--- config.mk ---
export PLATFORM = sky130hd
export DESIGN_NAME = ib_ram_bank_sched
export DESIGN_NICKNAME = d
export VERILOG_FILES = /design/src/rtl/ib_ram_bank_sched.sv
export SDC_FILE = /design/constraint.sdc
export NUM_CORES = 1
export LEC_CHECK = 0
export ABC_AREA = 1
export BUFFER_PORTS_ARGS = -buffer_cell sky130_fd_sc_hd__buf_4
export CAP_MARGIN = 5
export CORE_MARGIN = 2
export CORE_UTILIZATION = 57
export CTS_BUF_LIST = sky130_fd_sc_hd__clkbuf_8
export CTS_CLUSTER_DIAMETER = 80
export DETAILED_ROUTE_END_ITERATION = 10
export MAX_ROUTING_LAYER = met4
export PLACE_DENSITY = 0.82
export REMOVE_ABC_BUFFERS = 1
export SYNTH_ARGS = -nofsm -noshare
export SYNTH_HDL_FRONTEND = slang
export SYNTH_SLANG_ARGS = --single-unit
--- constraint.sdc ---
create_clock -name clk -period 1.9 [get_ports clk]
set_clock_uncertainty 0.1 [all_clocks]
set_input_delay 0.19 -clock clk [delete_from_list [all_inputs] [get_ports clk]]
set_output_delay 0.19 -clock clk [all_outputs]
set_load 0.005 [all_outputs]
--- src/rtl/ib_ram_bank_sched.sv ---
// Ping-pong scheduler for the two inbound packet RAM banks. The DMA stream writer fills one bank
// while the IPSec core reads the other. Packets longer than a bank are truncated, and the rest is dropped.
module ib_ram_bank_sched #(
    parameter int DEPTH = 64,
    parameter int AW    = $clog2(DEPTH)
) (
    input  logic          clk,
    input  logic          rst,
    input  logic          en,
    input  logic          s_tvalid,
    input  logic          s_tlast,
    output logic          s_tready,
    output logic          ram_we,
    output logic          ram_wbank,
    output logic [AW-1:0] ram_waddr,
    output logic          pkt_valid,
    output logic          pkt_bank,
    output logic [AW:0]   pkt_len,
    input  logic          pkt_start,
    input  logic          pkt_done,
    output logic          ovf_err,
    input  logic          ovf_clr,
    output logic [15:0]   drop_cnt
);
    typedef enum logic [1:0] {EMPTY, FILLING, FULL, READING} bank_state_t;

    logic          wr_sel_reg;
    logic          rd_sel_reg;
    logic [AW-1:0] wr_addr_reg;
    logic          drop_reg;
    logic          ovf_err_reg;
    logic [15:0]   drop_cnt_reg;

    bank_state_t   wr_state;
    bank_state_t   rd_state;
    logic          accept;
    logic          wr_beat;
    logic          at_end;
    logic          close;
    logic          overflow;
    logic          rd_claim;
    logic          rd_free;

    // Each bank runs its own small state machine; the selectors decide which event reaches it.
    generate
        for (genvar gi = 0; gi < 2; gi++) begin : g_bank
            bank_state_t state_reg;
            bank_state_t state_next;
            logic [AW:0] len_reg;

            always_comb begin
                state_next = state_reg;
                if (wr_beat && wr_sel_reg == 1'(gi)) begin
                    state_next = close ? FULL : FILLING;
                end else if (rd_sel_reg == 1'(gi)) begin
                    if (rd_free) begin
                        state_next = EMPTY;
                    end else if (rd_claim) begin
                        state_next = READING;
                    end
                end
            end

            always_ff @(posedge clk) begin
                if (rst) begin
                    state_reg <= EMPTY;
                    len_reg   <= '0;
                end else begin
                    state_reg <= state_next;
                    if (close && wr_sel_reg == 1'(gi)) begin
                        len_reg <= {1'b0, wr_addr_reg} + (AW+1)'(1);
                    end
                end
            end
        end
    endgenerate

    assign wr_state = wr_sel_reg ? g_bank[1].state_reg : g_bank[0].state_reg;
    assign rd_state = rd_sel_reg ? g_bank[1].state_reg : g_bank[0].state_reg;

    // Ready depends only on registered state plus en/rst, never on s_tvalid.
    assign s_tready = !rst && (drop_reg || wr_state == FILLING || (wr_state == EMPTY && en));
    assign accept   = s_tvalid && s_tready;
    assign wr_beat  = accept && !drop_reg;
    assign at_end   = (wr_addr_reg == AW'(DEPTH - 1));
    assign close    = wr_beat && (s_tlast || at_end);
    assign overflow = wr_beat && !s_tlast && at_end;
    assign rd_claim = pkt_start && rd_state == FULL;
    assign rd_free  = pkt_done && rd_state == READING;

    always_ff @(posedge clk) begin
        if (rst) begin
            wr_sel_reg   <= 1'b0;
            rd_sel_reg   <= 1'b0;
            wr_addr_reg  <= '0;
            drop_reg     <= 1'b0;
            ovf_err_reg  <= 1'b0;
            drop_cnt_reg <= '0;
        end else begin
            if (close) begin
                wr_addr_reg <= '0;
                wr_sel_reg  <= ~wr_sel_reg;
            end else if (wr_beat) begin
                wr_addr_reg <= wr_addr_reg + AW'(1);
            end
            if (rd_free) begin
                rd_sel_reg <= ~rd_sel_reg;
            end
            if (overflow) begin
                drop_reg <= 1'b1;
            end else if (accept && drop_reg && s_tlast) begin
                drop_reg <= 1'b0;
            end
            // A new overflow takes priority over a simultaneous clear.
            if (overflow) begin
                ovf_err_reg <= 1'b1;
            end else if (ovf_clr) begin
                ovf_err_reg <= 1'b0;
            end
            if (overflow && drop_cnt_reg != 16'hFFFF) begin
                drop_cnt_reg <= drop_cnt_reg + 16'd1;
            end
        end
    end

    assign ram_we    = wr_beat;
    assign ram_wbank = wr_sel_reg;
    assign ram_waddr = wr_addr_reg;
    assign pkt_valid = (rd_state == FULL);
    assign pkt_bank  = rd_sel_reg;
    assign pkt_len   = rd_sel_reg ? g_bank[1].len_reg : g_bank[0].len_reg;
    assign ovf_err   = ovf_err_reg;
    assign drop_cnt  = drop_cnt_reg;

endmodule

### After elaboration in Yosys (flattened, before gate mapping)

Index checks and enable logic that the tools add are counted.

| storage, ports and cells | value |
|---|---|
| bits in registers | 44 |
| bits in latches | 0 |
| memory bits (writable) | 0 |
| bits in read-only memories | 0 |
| bits of input ports | 8 |
| output and inout port bits | 35 |
| logic and storage cells | 66 |
| memories kept | 0 |

| operators by class | value |
|---|---|
| add/subtract/negate cells | 3 |
| $mul | 0 |
| divide/modulo/power cells | 0 |
| $lt $le $gt $ge | 0 |
| eq/ne operators | 6 |
| shift operators | 0 |
| mux-type cells | 14 |
| bitwise logic cells | 2 |
| reductions and logical operators | 31 |

Operator list:

| cell | number |
|---|---|
| 2-bit two-way mux | 9 |
| 16-bit by 1-bit adder with 16-bit output (second input constant) | 1 |
| 1-bit logical AND | 16 |
| 16-bit inequality test (second input constant) | 1 |
| 6-bit by 1-bit adder with 7-bit output (second input constant) | 1 |
| 7-bit two-way mux | 1 |
| 6-bit by 1-bit adder with 6-bit output (second input constant) | 1 |
| 6-bit == test (second input constant) | 1 |
| 2-bit nonzero test | 3 |
| 3-bit nonzero test | 2 |
| 2-bit == test (second input constant) | 2 |
| 1-bit two-way mux | 4 |
| 2-bit AND reduction | 2 |
| 1-bit logical NOT | 3 |
| 1-bit logical OR | 3 |
| 2-bit by 1-bit == test with 1-bit output (second input constant) | 1 |
| 2-bit logical NOT | 1 |
| 2-bit by 1-bit inequality test with 1-bit output (second input constant) | 1 |
| 1-bit inverter | 2 |
| 2-bit OR reduction | 1 |

### Depth between registers and ports, before layout

| depth | value |
|---|---|
| word-level depth | 10 |
| depth in mapped cells | 11 |
| gate-level depth less buffers | 11 |

### Worst setup path after synthesis

OpenSTA, ideal clock, no wires.

| path | value |
|---|---|
| path kind | flip-flop to flip-flop |
| start point | register wr_addr_reg[0], in the netlist ram_waddr[0] |
| end point | register drop_cnt_reg[8], in the netlist drop_cnt[8] |
| setup time | 0.116 ns |
| data arrival time | 1.523 ns |
| required time | 1.684 ns |
| slack | 0.161 ns |
| cell stages (with the launch flop) | 10 |
| path buffers | 1 |
| clock period less this slack | 1.739 ns |
| cells stage by stage | dfxtp_1 > ha_1 > nand3_2 > nor3_4 > nand2_1 > nor2_4 > buf_6 > nand2_1 > o21ai_0 > nor2_1 |

| between the ends | value |
|---|---|
| word-level cells in the longest chain between the ends | 3 |

Ends and longest elaborated chain:

| item | RTL line | source |
|---|---|---|
| from (decl) | 29 | `logic [AW-1:0] wr_addr_reg;` |
| from (signal assigned) | 104 | `wr_addr_reg <= wr_addr_reg + AW'(1);` |
| 6-bit == test | 85 | `assign at_end = (wr_addr_reg == AW'(DEPTH - 1));` |
| 1-bit logical AND | 87 | `assign overflow = wr_beat && !s_tlast && at_end;` |
| 1-bit logical AND | 120 | `if (overflow && drop_cnt_reg != 16'hFFFF) begin` |
| to (signal assigned) | 121 | `drop_cnt_reg <= drop_cnt_reg + 16'd1;` |
| to (decl) | 32 | `logic [15:0] drop_cnt_reg;` |

Every way passes these cells.
A chain may end at the register's enable or synchronous reset.

### Final worst setup path

| path | value |
|---|---|
| start point | register wr_addr_reg[0], in the netlist ram_waddr[0] |
| end point | register g_bank[0].len_reg[2] |

| between the ends | value |
|---|---|
| word-level cells in the longest chain between the ends | 4 |
| elaborated cells on any way between the ends | 5 |
| classes of those cells | 1 x add/sub; 1 x eq/ne; 3 x reduce/logical |

Ends and longest elaborated chain:

| item | RTL line | source |
|---|---|---|
| branches (longest 4 deep; another with 6-bit by 1-bit adder with 7-bit output) | n/a |  |
| to (signal assigned) | 71 | `len_reg <= {1'b0, wr_addr_reg} + (AW+1)'(1);` |
| to (decl) | 49 | `logic [AW:0] len_reg;` |

Parallel ways; which one is timed is not known.

==> impl_metrics.toml <==
[yosys]
synth_area_mm2 = 0.00228
synth_cells = 361
synth.largest_area_cell = "dfxtp_1"
avgSynthCellArea_um2 = 6.33
synth_top_area_share_pct = 38.6
synth_most_common_cell = "nand2_1"
yosysWarnings = 0
async_flop_share_pct = 0
synthTopCellsByArea = "dfxtp_1, nand2_1, nor2_1"
ys_seq_elements = 44
synth.yosys.seq_area_share_pct = 38.6
synth_common_cells = "nand2_1, nor2_1, inv_1, dfxtp_1, nand3_1"
synth_edf_count = 0
ys_types = 26
yosys_most_used_dff = "dfxtp_1"

[die]
dieArea_mm2 = 0.00453
pin_count = 43
die_x_um = 67.3
start_util_pct = 58.3
rows = 23
core_area_mm2 = 0.00391
fp.dieH_um = 67.3

[outcome]
outcome = "completed"

[timing]
setup_tns_ns = 0
fmax_ghz = 0.550
worst_slack_ns = 0.0831
hold_slack_ns = 0.0433
period_share_pct = 95.6
finalHoldViolCount = 0
period_minus_slack_ns = 1.82
slew_violations = 0
setup_viol_count_final = 0
maxSlewHeadroom_pct = 78.9
worst_pin_slew_ns = 0.316

[clock_network]
cts.htree.levels = 2
cts_buffers = 5
clk_pin_slew_worst_paths_ns = 0.08
cts.sinks = 44
cts_tree = "done"
insertion_delay_ns = 0.30
cts_root_buf = "clkbuf_8"
clk_path_buf_depth = 2

[final_layout]
final_nets = 429
nFillCells = 333
antenna_cells = 0
largest_reg_flops = 16
syn2layout_area_growth_pct = 27.8
layout-drive-gt1-share_pct = 20.7

[routing]
first_pass_iters = 4
dr_total_vias = 2345
drt_iter0_drc = 187
wl_met3_um = 235
m1WireLength_um = 2280
antenna_left = 0
highest_layer = "met4"
totalWireLength_um = 5590
met2RoutedLength_um = 2920
drc = 0
vias_per_cell = 4.99
avgRoutedWirePerCell_um = 11.9

[worst_setup_path]
cp_num_buf_inv = 1
worst_setup_path_start_kind = "register"
path_max_fanout = 8
crit_type = "register to register"
crit_chain = "ha_2 > nand3_2 > nor3_4 > nor2_1 > nor2_2 > nand2_2 > inv_2 > nand2_1 > nand2_1 > nor2_1"
critical_path.top_delay_family = "simple AND/OR/NAND/NOR gates"
crit_path_max_incr_delay_ns = 0.34
arrival_ns = 1.92
critPathSlowestCell = "dfxtp_2"
worstPathRequired_ns = 2.00
end_kind = "register"

[place]
io_buffers = 42
dpl.hpwl_um = 3800
dp_slack_ns = -0.0470
gp_congestion = 0.870

[pwr]
intPower_w = 0.00138
clockPowerShare_pct = 38.6
power.density_mw_per_mm2 = 611
pwr-share-seq_pct = 52.9
power.leakage_nw = 1.36
p_sw_w = 0.000402
combPwrFrac_pct = 8.5
ir_drop_mv = 0.409
sw_frac_of_total_pct = 22.5

[global_route]
grt_pass1_vias = 2071
antenna_found_initial = 0
grt-ovfl-total = 0
grt_max_degree = 32
grt_usage_pct = 25.8
grt_pass1_wl_um = 8630

[job]
maxCapViolCount = 0

[worst_hold_path]
min_path_type = "input pin to register"
what timing repair did:
item | 4_1_cts | 5_1_grt
buffers inserted | 4 | 4
gates resized for setup | 0 | 10
setup endpoints to repair | 10 | 34
pin swaps | 2 | 3
hold buffers | 0 | 0
cloned | 0 | 2
final timing paths:
kind	start	to	slack (ns)	depth (start not counted)
worst max register to register	ram_waddr[0]$_SDFFE_PP0N_	g_bank[0].len_reg[2]$_SDFFE_PP0P_	0.08	10
worst min register to register	g_bank[1].len_reg[6]$_SDFFE_PP0P_	g_bank[1].len_reg[6]$_SDFFE_PP0P_	0.38	2
worst min-delay path	rst	drop_cnt[13]$_SDFFE_PP0P_	0.04	2
worst max-delay path	ram_waddr[0]$_SDFFE_PP0N_	g_bank[0].len_reg[2]$_SDFFE_PP0P_	0.08	10
logic make-up (layout without fill, tap and decap cells):
group                    after synthesis  count (layout)  synth area share [%]
AO/OA/AOI/OAI                         32              32                  7.01
flip-flops                            44              44                  38.6
buffers and inverters                 61             120                  10.7
adder cells (fa/ha/maj)                2               2                  1.10
XOR/XNOR                               4               4                  1.53
AND/OR/NAND/NOR                      218             218                  41.1
power by group through the flow:
stage               Combinational (W)  Clock [W]  Sequential (W)
finish                       0.000152   0.000689        0.000943
global route                 0.000168   0.000741        0.000945
CTS                          0.000143   0.000703        0.000942
detailed placement           0.000142          0        0.000964
global placement             0.000139          0        0.000963
floorplan                   0.0000805          0        0.000963
worst reg2reg max path, cell delays in order, from the launching register on:
cell     delay [ns]
dfxtp_2        0.34
ha_2           0.20
nand3_2        0.13
nor3_4         0.21
nor2_1         0.13
nor2_2         0.19
nand2_2        0.12
inv_2          0.15
nand2_1        0.07
nand2_1        0.06
nor2_1         0.04
area by class of cell:
| cell class | instances | area, µm² | share of cell area [%] |
|---|---|---|---|
| Multi-Input combinational cell | 256 | 1170 | 40.1 |
| Inverter | 52 | 199 | 6.82 |
| Clock inverter | 3 | 38.8 | 1.33 |
| Timing Repair inverter | 1 | 5.00 | 0.171 |
| Sequential cell | 44 | 885 | 30.3 |
| Timing Repair Buffer | 59 | 489 | 16.8 |
| Tap cell | 50 | 62.6 | 2.14 |
| Clock buffer | 5 | 68.8 | 2.36 |
per-layer routing:
layer,up-vias,global-route usage (%)
met2,62,45.8
li1,1232,-
met1,1037,27.3
met4,0,10.7
met5,-,-
met3,14,6.50
placed cells by master (no fill, tap or decap), types with 2 or more instances in the layout:
master	netlist	layout
nand2_1	103	99
nor2_1	72	72
buf_4	1	55
inv_1	48	49
dfxtp_1	44	41
nand3_1	21	21
a21oi_1	17	17
o21ai_0	14	14
nand4_1	8	8
nor3_1	5	5
clkbuf_8	0	5
nand3_2	4	4
nand2_2	0	4
inv_2	3	3
xor2_1	3	3
dfxtp_2	0	3
buf_12	0	2
per-stage QoR:
stage | utilization [%] | instances | area (µm²) | total power (W)
floorplan | - | 352 | 2230 | 0.00104
global placement | 68.6 | 452 | 2690 | 0.00110
detailed placement | 68.6 | 452 | 2690 | 0.00111
CTS | 72.1 | 464 | 2820 | 0.00179
global route | 74.6 | 470 | 2920 | 0.00185
finish | 74.6 | 470 | 2920 | 0.00178
No activity file was read; power rests on OpenSTA's default activity.
